**src/rtl/fetch_stage.sv**
```systemverilog
// Instruction fetch stage: owns the PC, drives instruction memory and fills the
// IF/ID pipeline register, with a BOOT/RUN/HALT control FSM.
module fetch_stage #(
  parameter logic [31:0] RESET_PC    = 32'h0000_0000,
  parameter int unsigned BOOT_CYCLES = 1
) (
  input  logic        SYS_clk,
  input  logic        SYS_reset,
  output logic [31:0] imem_pc,
  input  logic [31:0] imem_instruction,
  input  logic        stall,
  input  logic        branch_taken,
  input  logic [31:0] branch_target,
  output logic        if_id_valid,
  output logic [31:0] if_id_pc,
  output logic [31:0] if_id_pc_plus4,
  output logic [31:0] if_id_instruction,
  output logic        fetch_misaligned,
  output logic        halted,
  output logic [31:0] fetch_count
);

  localparam logic [31:0] NOP_INSN    = 32'h0000_0013;
  localparam logic [31:0] EBREAK_INSN = 32'h0010_0073;
  localparam logic [3:0]  BOOT_LAST   = 4'(BOOT_CYCLES - 1);

  typedef enum logic [1:0] {
    ST_BOOT = 2'd0,
    ST_RUN  = 2'd1,
    ST_HALT = 2'd2
  } state_e;

  state_e      state_q, state_d;
  logic [3:0]  boot_cnt_q, boot_cnt_d;
  logic [31:0] pc_q, pc_d;
  logic        valid_q, valid_d;
  logic [31:0] id_pc_q, id_pc_d;
  logic [31:0] id_pc_plus4_q, id_pc_plus4_d;
  logic [31:0] id_insn_q, id_insn_d;
  logic        misaligned_q, misaligned_d;
  logic [31:0] count_q, count_d;

  logic [31:0] pc_plus4;
  logic        target_aligned;
  logic        redirect;
  logic        accept;

  assign pc_plus4       = pc_q + 32'd4;
  assign target_aligned = (branch_target[1:0] == 2'b00);
  // Redirects are honoured in RUN and HALT only; BOOT ignores them.
  assign redirect       = branch_taken && (state_q != ST_BOOT);
  assign accept         = (state_q == ST_RUN) && !branch_taken && !stall;

  // State register
  // NOTE: sequential state uses non-blocking assignments so every flop samples
  // pre-edge values; blocking here would create order-dependent races.
  always_ff @(posedge SYS_clk or posedge SYS_reset) begin
    if (SYS_reset) begin
      state_q <= ST_BOOT;
    end else begin
      state_q <= state_d;
    end
  end

  // Next-state logic
  // NOTE: every combinational output gets a default first, so no path leaves
  // it unassigned and no latch is inferred.
  always_comb begin
    state_d = state_q;
    unique case (state_q)
      ST_BOOT: begin
        if (boot_cnt_q == BOOT_LAST) state_d = ST_RUN;
      end
      ST_RUN: begin
        if (branch_taken) begin
          state_d = target_aligned ? ST_RUN : ST_HALT;
        end else if (!stall && (imem_instruction == EBREAK_INSN)) begin
          state_d = ST_HALT;
        end
      end
      ST_HALT: begin
        if (branch_taken) state_d = target_aligned ? ST_RUN : ST_HALT;
      end
      default: state_d = ST_BOOT;
    endcase
  end

  // Datapath next values
  always_comb begin
    boot_cnt_d    = boot_cnt_q;
    pc_d          = pc_q;
    valid_d       = valid_q;
    id_pc_d       = id_pc_q;
    id_pc_plus4_d = id_pc_plus4_q;
    id_insn_d     = id_insn_q;
    misaligned_d  = misaligned_q;
    count_d       = count_q;

    if ((state_q == ST_BOOT) && (boot_cnt_q != BOOT_LAST)) begin
      boot_cnt_d = boot_cnt_q + 4'd1;
    end

    if (redirect) begin
      valid_d = 1'b0;
      if (target_aligned) begin
        pc_d = branch_target;
      end else begin
        misaligned_d = 1'b1;
      end
    end else if (accept) begin
      pc_d          = pc_plus4;
      valid_d       = 1'b1;
      id_pc_d       = pc_q;
      id_pc_plus4_d = pc_plus4;
      id_insn_d     = imem_instruction;
      count_d       = count_q + 32'd1;
    end else if (state_q == ST_HALT) begin
      valid_d = 1'b0;
    end
  end

  always_ff @(posedge SYS_clk or posedge SYS_reset) begin
    if (SYS_reset) begin
      boot_cnt_q    <= 4'd0;
      pc_q          <= RESET_PC;
      valid_q       <= 1'b0;
      id_pc_q       <= 32'd0;
      id_pc_plus4_q <= 32'd4;
      id_insn_q     <= NOP_INSN;
      misaligned_q  <= 1'b0;
      count_q       <= 32'd0;
    end else begin
      boot_cnt_q    <= boot_cnt_d;
      pc_q          <= pc_d;
      valid_q       <= valid_d;
      id_pc_q       <= id_pc_d;
      id_pc_plus4_q <= id_pc_plus4_d;
      id_insn_q     <= id_insn_d;
      misaligned_q  <= misaligned_d;
      count_q       <= count_d;
    end
  end

  // Outputs come straight from flops; the instruction mux only forces NOP on bubbles.
  always_comb begin
    imem_pc           = pc_q;
    if_id_valid       = valid_q;
    if_id_pc          = id_pc_q;
    if_id_pc_plus4    = id_pc_plus4_q;
    if_id_instruction = valid_q ? id_insn_q : NOP_INSN;
    fetch_misaligned  = misaligned_q;
    halted            = (state_q == ST_HALT);
    fetch_count       = count_q;
  end

endmodule

```
**config.mk**
```make
export PLATFORM = sky130hd
export DESIGN_NAME = fetch_stage
export DESIGN_NICKNAME = d
export VERILOG_FILES = /design/src/rtl/fetch_stage.sv
export SDC_FILE = /design/constraint.sdc
export NUM_CORES = 1
export LEC_CHECK = 0
export CAP_MARGIN = 0
export CORE_MARGIN = 2
export CORE_UTILIZATION = 48
export DETAILED_ROUTE_END_ITERATION = 16
export PLACE_DENSITY = 0.87
export SYNTH_ARGS = -nofsm -noshare
export SYNTH_HDL_FRONTEND = slang
export SYNTH_SLANG_ARGS = --single-unit
```
**constraint.sdc**
```tcl
create_clock -name SYS_clk -period 8.2 [get_ports SYS_clk]
set_clock_uncertainty 0.2 [all_clocks]
set_input_delay 1.64 -clock SYS_clk [delete_from_list [all_inputs] [get_ports SYS_clk]]
set_output_delay 1.64 -clock SYS_clk [all_outputs]
set_load 0.01 [all_outputs]
```
==> results.sh, run 1 <==
export IMPL_h_tree_depth=4
export IMPL_finalMaxSlewViolations=0
export IMPL_grt_pass1_wl_um=35300
export IMPL_worstPathCellList="clkdlybuf4s50_1 > nor4bb_1 > a311o_1 > o22ai_1 > a311oi_1"
export IMPL_ctsHoldBuffers=0
export IMPL_power_leakage_uw=0.00480
export IMPL_wl_per_cell_um=17.1
export IMPL_crit_path_start_kind="primary input"
export IMPL_grt_pass1_vias=6796
export IMPL_gr_total_overflow=0
export IMPL_crit_buf_inv=1
export IMPL_instances_no_fill=1280
export IMPL_vias_per_cell=5.42
export IMPL_slew_headroom_pct=21.5
export IMPL_holdWs_ps=259
export IMPL_fillers=1227
export IMPL_ys_types=54
export IMPL_dieArea_um2=17400
export IMPL_drive_gt1_share_pct=4.70
export IMPL_cpPeakStageDelay_ps=800
export IMPL_start_util_pct=49.3
export IMPL_rows=46
export IMPL_status="finished, final reports clean"
export IMPL_worstHoldEndpoint="id_insn_q[0]$_DFFE_PP1P_"
export IMPL_drtAntennaViolNets=0
export IMPL_max_freq_mhz=237
export IMPL_clock_latency_ps=420
export IMPL_r2r_start="state_q[0]$_DFFE_PP0P_"
export IMPL_synth_area_um2=7860
export IMPL_slowest_stage="clkdlybuf4s50_1"
export IMPL_r2r_setup_slack_ps=5360
export IMPL_synth_edf_count=0
export IMPL_syn_inst=852
export IMPL_rsz0062_at_grt="false"
export IMPL_clock_path_buffers=2
export IMPL_setup_tns_ps=0
export IMPL_hold_violations=0
export IMPL_tightest_slew_ps=1170
export IMPL_finalWirelength_um=21900
export IMPL_r2r_worst_path_cells=5
export IMPL_place_inst=1248
export IMPL_cts_tree="done"
export IMPL_die_h_um=132
export IMPL_ys_seq_area_share_pct=52.9
export IMPL_cts_root_buf="clkbuf_16"
export IMPL_diodes=0
export IMPL_yosys_warnings=0
export IMPL_cts_resized_gates=0
export IMPL_grt_max_degree=96
export IMPL_async_reset_ff_share_pct=100
export IMPL_fin_crit_sh_pct=51.6
export IMPL_nNetsFinal=1123
export IMPL_core_area_um2=15900
export IMPL_ir_worst_vdd_uv=164
export IMPL_fp_dieW_um=132
export IMPL_gp_congestion=0.835
export IMPL_area_delta_synth_final_pct=38.2
export IMPL_yosysTopAreaCell="dfrtp_1"
export IMPL_critPathArrivalTime_ps=4330
export IMPL_clk_pin_slew_ps=60
export IMPL_track_usage_pct=25.2
export IMPL_portBuffers=230
export IMPL_post_place_ws_ps=3570
export IMPL_cp_top_family="compound AO/OA/AOI/OAI gates"
export IMPL_maxCapViolations=0
export IMPL_setup_ws_ps=3970
export IMPL_required_ps=8310
export IMPL_ys_flop_type="dfrtp_1"
export IMPL_min_period_ps=4230
export IMPL_pin_count=231
export IMPL_setup_worst_path_end_class="flop"
export IMPL_synth_avg_cell_area_um2=9.23
export IMPL_hold_depth=2
export IMPL_post_synth_main_area_contributors="dfrtp_1 52%, nand2_1 12%, xnor2_1 3.9%"
export IMPL_crit_type="primary input to flop"
export IMPL_first_pass_iters=5
export IMPL_netlist_area_leader_share_pct=51.6
export IMPL_r2r_end="imem_pc[17]$_DFFE_PP0P_"
export IMPL_cts_num_sinks=166
export IMPL_numCtsBuffers=17
export IMPL_worstHoldStart="id_insn_q[0]$_DFFE_PP1P_"
export IMPL_drt_iter0_drc=607
export IMPL_synth_fp_nets=924
export IMPL_path_max_fanout=19
export IMPL_grt_antenna_before_repair=0
export IMPL_via_count=6940
export IMPL_postCtsSetupRepairBufs=0
export IMPL_min_path_type="flop to flop"
export IMPL_powerDensity_nw_per_um2=336
export IMPL_finalSetupViolCount=0
export IMPL_route_detailed_drc=0
export IMPL_hpwl_um=15000
export IMPL_synth_seq_cells=166
sequential cells by signal (all words and copies together), names as in the netlist:
register,flops
fetch_count,32
if_id_valid,1
if_id_pc_plus4,30
id_insn_q,32
fetch_misaligned,1
imem_pc,32
boot_cnt_q,4
state_q,2
if_id_pc,32
worst min-delay path, stage by stage (launching register included):
cell	delay (ps)
dfstp_2	370
nand2_1	50
nand2_1	40
per-layer routing:
layer | GRT usage (%) | share of wire [%] | wire, um | vias to the layer above
li1 | - | - | - | 3264
met1 | 33.0 | 41 | 9060 | 3328
met2 | 40.2 | 48 | 10400 | 307
met3 | 7.00 | 8.3 | 1820 | 41
met4 | 9.18 | 2.6 | 573 | 0
met5 | 0 | 0 | 0 | -
through the flow:
stage | power (uW) | utilization (%) | cell area (um^2)
after CTS | 3670 | 68.2 | 10900
after global placement | 2760 | 64.3 | 10200
after global routing | 3860 | 68.2 | 10900
final | 3650 | 68.2 | 10900
after detailed placement | 2810 | 64.3 | 10200
after floorplan | 2060 | - | 7860
final cells by class:
class | instances | area, um^2 | share of cell area (%)
Sequential cell | 166 | 4160 | 38.3
Multi-Input combinational cell | 622 | 3440 | 31.6
Timing Repair Buffer | 235 | 2340 | 21.5
Clock buffer | 22 | 474 | 4.36
Tap cell | 216 | 270 | 2.49
Clock inverter | 10 | 146 | 1.35
Inverter | 9 | 38.8 | 0.357
layout by cell type (no fill, tap or decap), types with 13 or more instances in the layout:
cell	Yosys	routed
nand2_1	257	257
clkdlybuf4s50_1	0	230
dfrtp_1	162	162
nand3_1	48	48
o21ai_0	38	38
and2_1	36	36
xnor2_1	35	35
nor2_1	32	32
a21oi_1	26	26
xor2_1	24	24
nand4_1	17	17
clkbuf_16	0	17
and4_1	13	13
report_power, final:
group | internal (uW) | switching (uW)
combinational | 718 | 653
sequential | 1120 | 320
clock | 505 | 328
synthesized netlist by cell type, drive strengths merged (5+ instances only):
library cell / number
or3: 6
inv: 9
nor4: 10
nand2b: 5
o311ai: 7
a22oi: 9
and3: 11
nor2: 32
buf: 18
and2: 36
o21ai: 40
xnor2: 35
a21oi: 26
xor2: 24
nand4: 19
nand2: 257
and4: 13
o22ai: 5
clkbuf: 37
nand3: 48
dfrtp: 162
worst max-delay path by stage:
stage,startpoint,endpoint,slack (ps),depth (start not counted)
after detailed placement,branch_taken,imem_pc[31]$_DFFE_PP0P_,3570,7
after global placement,branch_taken,imem_pc[31]$_DFFE_PP0P_,3640,7
after CTS,branch_taken,imem_pc[17]$_DFFE_PP0P_,4000,5
after global routing,branch_taken,imem_pc[31]$_DFFE_PP0P_,3820,7
final,branch_taken,imem_pc[17]$_DFFE_PP0P_,3970,5
after floorplan,SYS_reset,boot_cnt_q[0]$_DFFE_PP0N_,1880,1
logic make-up after synthesis:
logic type	after synthesis	synth area share, %
buf+inv	64	3.69
flops	166	52.9
simple gates	449	27.4
fa+ha+maj	5	0.764
compound gates	109	8.66
xor+xnor	59	6.57
Power figures use the tool's default switching activity.
==> run 2: changes to the inputs <==
==> constraint.sdc (replaced) <==
create_clock -name SYS_clk -period 4.3 [get_ports SYS_clk]
set_clock_uncertainty 0.2 [all_clocks]
set_input_delay 0.86 -clock SYS_clk [delete_from_list [all_inputs] [get_ports SYS_clk]]
set_output_delay 0.86 -clock SYS_clk [all_outputs]
set_load 0.01 [all_outputs]
==> run 2 against run 1 <==
Count of clock-buffer cells in the layout is 2 lower. Final cell count is 0.23% higher. Cell area is 0.50% higher. Sequential share of layout area is 0.19 points lower. Routed wire length is 0.29% lower. Via count is 0.68% lower. Hold slack worse by 1.3 ps. Sequential power is 91% higher. Register-to-register slack worse by 4000 ps. Die area stayed put. Global-route usage is 0.42 points higher. Critical endpoint is now if_id_instruction[3].
==> results.sh, run 2 (synthesis results as in run 1) <==
export IMPL_status="finished, final reports clean"
export IMPL_powerDensity_nw_per_um2=641
export IMPL_cts_resized_gates=0
export IMPL_track_usage_pct=25.6
export IMPL_fin_crit_sh_pct=75.2
export IMPL_cpPeakStageDelay_ps=960
export IMPL_r2r_start="imem_pc[2]$_DFFE_PP0P_"
export IMPL_worstHoldEndpoint="id_insn_q[1]$_DFFE_PP1P_"
export IMPL_slew_headroom_pct=24.5
export IMPL_wl_per_cell_um=17.0
export IMPL_hold_depth=2
export IMPL_grt_antenna_before_repair=0
export IMPL_setup_tns_ps=0
export IMPL_max_freq_mhz=309
export IMPL_power_switching_uw=2460
export IMPL_crit_path_start_kind="flop"
export IMPL_swShare_pct=35.2
export IMPL_worstHoldStart="id_insn_q[1]$_DFFE_PP1P_"
export IMPL_postCtsSetupRepairBufs=0
export IMPL_internal_power_uw=4540
export IMPL_core_area_um2=15900
export IMPL_instances_no_fill=1283
export IMPL_cts_root_buf="clkbuf_16"
export IMPL_met1_length_um=9070
export IMPL_tightest_slew_ps=1130
export IMPL_top_layer_used="met4"
export IMPL_min_period_ps=3230
export IMPL_cts_tree="done"
export IMPL_r2r_end="imem_pc[28]$_DFFE_PP0P_"
export IMPL_cts_num_sinks=166
export IMPL_final_common_cell="nand2_1"
export IMPL_cp_top_family="flip-flops"
export IMPL_layout_common_cells="257 x nand2_1, 230 x clkdlybuf4s50_1, 162 x dfrtp_1"
export IMPL_vias_per_cell=5.37
export IMPL_dieArea_um2=17400
export IMPL_clock_latency_ps=420
export IMPL_min_path_type="flop to flop"
export IMPL_slowest_stage="dfrtp_1"
export IMPL_place_inst=1251
export IMPL_wl_met3_um=1790
export IMPL_grt_max_degree=167
export IMPL_fp_dieW_um=132
export IMPL_pin_count=231
export IMPL_hold_violations=0
export IMPL_gr_total_overflow=0
export IMPL_required_ps=3240
export IMPL_clkPwrFrac_pct=23.5
export IMPL_path_max_fanout=35
export IMPL_drtAntennaViolNets=0
export IMPL_rows=46
export IMPL_rsz0062_at_grt="false"
export IMPL_combPwrFrac_pct=37.3
export IMPL_finalSetupViolCount=0
export IMPL_totalPowerFinal_uw=7000
export IMPL_drt_iter0_drc=596
export IMPL_seq_power_share_pct=39.3
export IMPL_r2r_setup_slack_ps=1410
export IMPL_crit_type="flop to output port"
export IMPL_h_tree_depth=4
export IMPL_grt_pass1_vias=6840
export IMPL_diodes=0
export IMPL_ctsHoldBuffers=0
export IMPL_nNetsFinal=1126
export IMPL_setup_worst_path_end_class="output port"
export IMPL_finalMaxSlewViolations=0
export IMPL_worstPathCellList="and2_1 > clkdlybuf4s50_1"
export IMPL_r2r_worst_path_cells=6
export IMPL_clock_path_buffers=2
export IMPL_first_pass_iters=5
export IMPL_via_count=6893
export IMPL_holdWs_ps=258
export IMPL_route_met2_wl_um=10600
export IMPL_gp_congestion=0.833
export IMPL_portBuffers=230
export IMPL_maxCapViolations=0
export IMPL_critPathArrivalTime_ps=2170
export IMPL_finalWirelength_um=21800
export IMPL_route_detailed_drc=0
export IMPL_start_util_pct=49.3
export IMPL_die_h_um=132
export IMPL_grt_pass1_wl_um=35800
export IMPL_area_delta_synth_final_pct=38.9
export IMPL_drive_gt1_share_pct=5.15
export IMPL_numCtsBuffers=17
export IMPL_crit_buf_inv=1
export IMPL_hpwl_um=15200
export IMPL_clk_pin_slew_ps=60
export IMPL_power_leakage_uw=0.00484
export IMPL_ir_worst_vdd_uv=310
-- run 2: cell count changes in the layout (fill, tap and decap cells not counted) --
cell        before  now
clkinv_2         0    4
buf_12           0    1
clkinvlp_4       4    2
buf_4            5    7
clkinv_4         3    2
bufinv_16        3    4
clkbuf_1         2    0
-- run 2: stage by stage --
step / worst slack, ps / cell area, um^2 / utilization [%]
after floorplan: 1130 / 7870 / -
after global placement: 781 / 10300 / 64.5
after detailed placement: 712 / 10300 / 64.5
after CTS: 1020 / 10900 / 68.5
after global routing: 894 / 10900 / 68.5
final: 1070 / 10900 / 68.5
-- run 2: final cells by class --
type | instances | area, um^2
inverters | 9 | 37.5
clock buffers | 20 | 467
clock inverters | 12 | 174
fillers | 1252 | 5020
multi-input cells | 622 | 3440
well taps | 216 | 270
flip-flops and latches | 166 | 4160
repair buffers | 238 | 2370
-- run 2: worst max path at each step --
stage	from	to	cells past startpoint
floorplan	SYS_reset	boot_cnt_q[0]$_DFFE_PP0N_	1
global placement	branch_taken	id_insn_q[18]$_DFFE_PP0P_	6
detailed placement	branch_taken	id_insn_q[8]$_DFFE_PP0P_	6
CTS	if_id_valid$_DFFE_PP0P_	if_id_instruction[3]	2
global route	if_id_valid$_DFFE_PP0P_	if_id_instruction[19]	2
finish	if_id_valid$_DFFE_PP0P_	if_id_instruction[3]	2
-- run 2: metal layers --
layer | GRT usage (%) | vias to the layer above
li1 | - | 3267
met1 | 33.6 | 3316
met4 | 8.70 | 0
met5 | 0 | -
met2 | 41.1 | 281
met3 | 7.23 | 29
-- run 2: worst min-delay path, delay by kind of cell, from the launching register on --
kind | cells | cell delay [ps]
AND/OR/NAND/NOR | 2 | 90
flip-flops | 1 | 370
-- run 2: power by group through the flow --
| stage | clock [uW] | sequential, uW | combinational, uW |
|---|---|---|---|
| 4_1_cts | 1670 | 2740 | 2640 |
| 3_5_place_dp | 0 | 2760 | 2620 |
| 5_1_grt | 1740 | 2840 | 2860 |
| 6_report | 1640 | 2750 | 2610 |
| 3_3_place_gp | 0 | 2730 | 2530 |
| 2_1_floorplan | 0 | 2720 | 1210 |
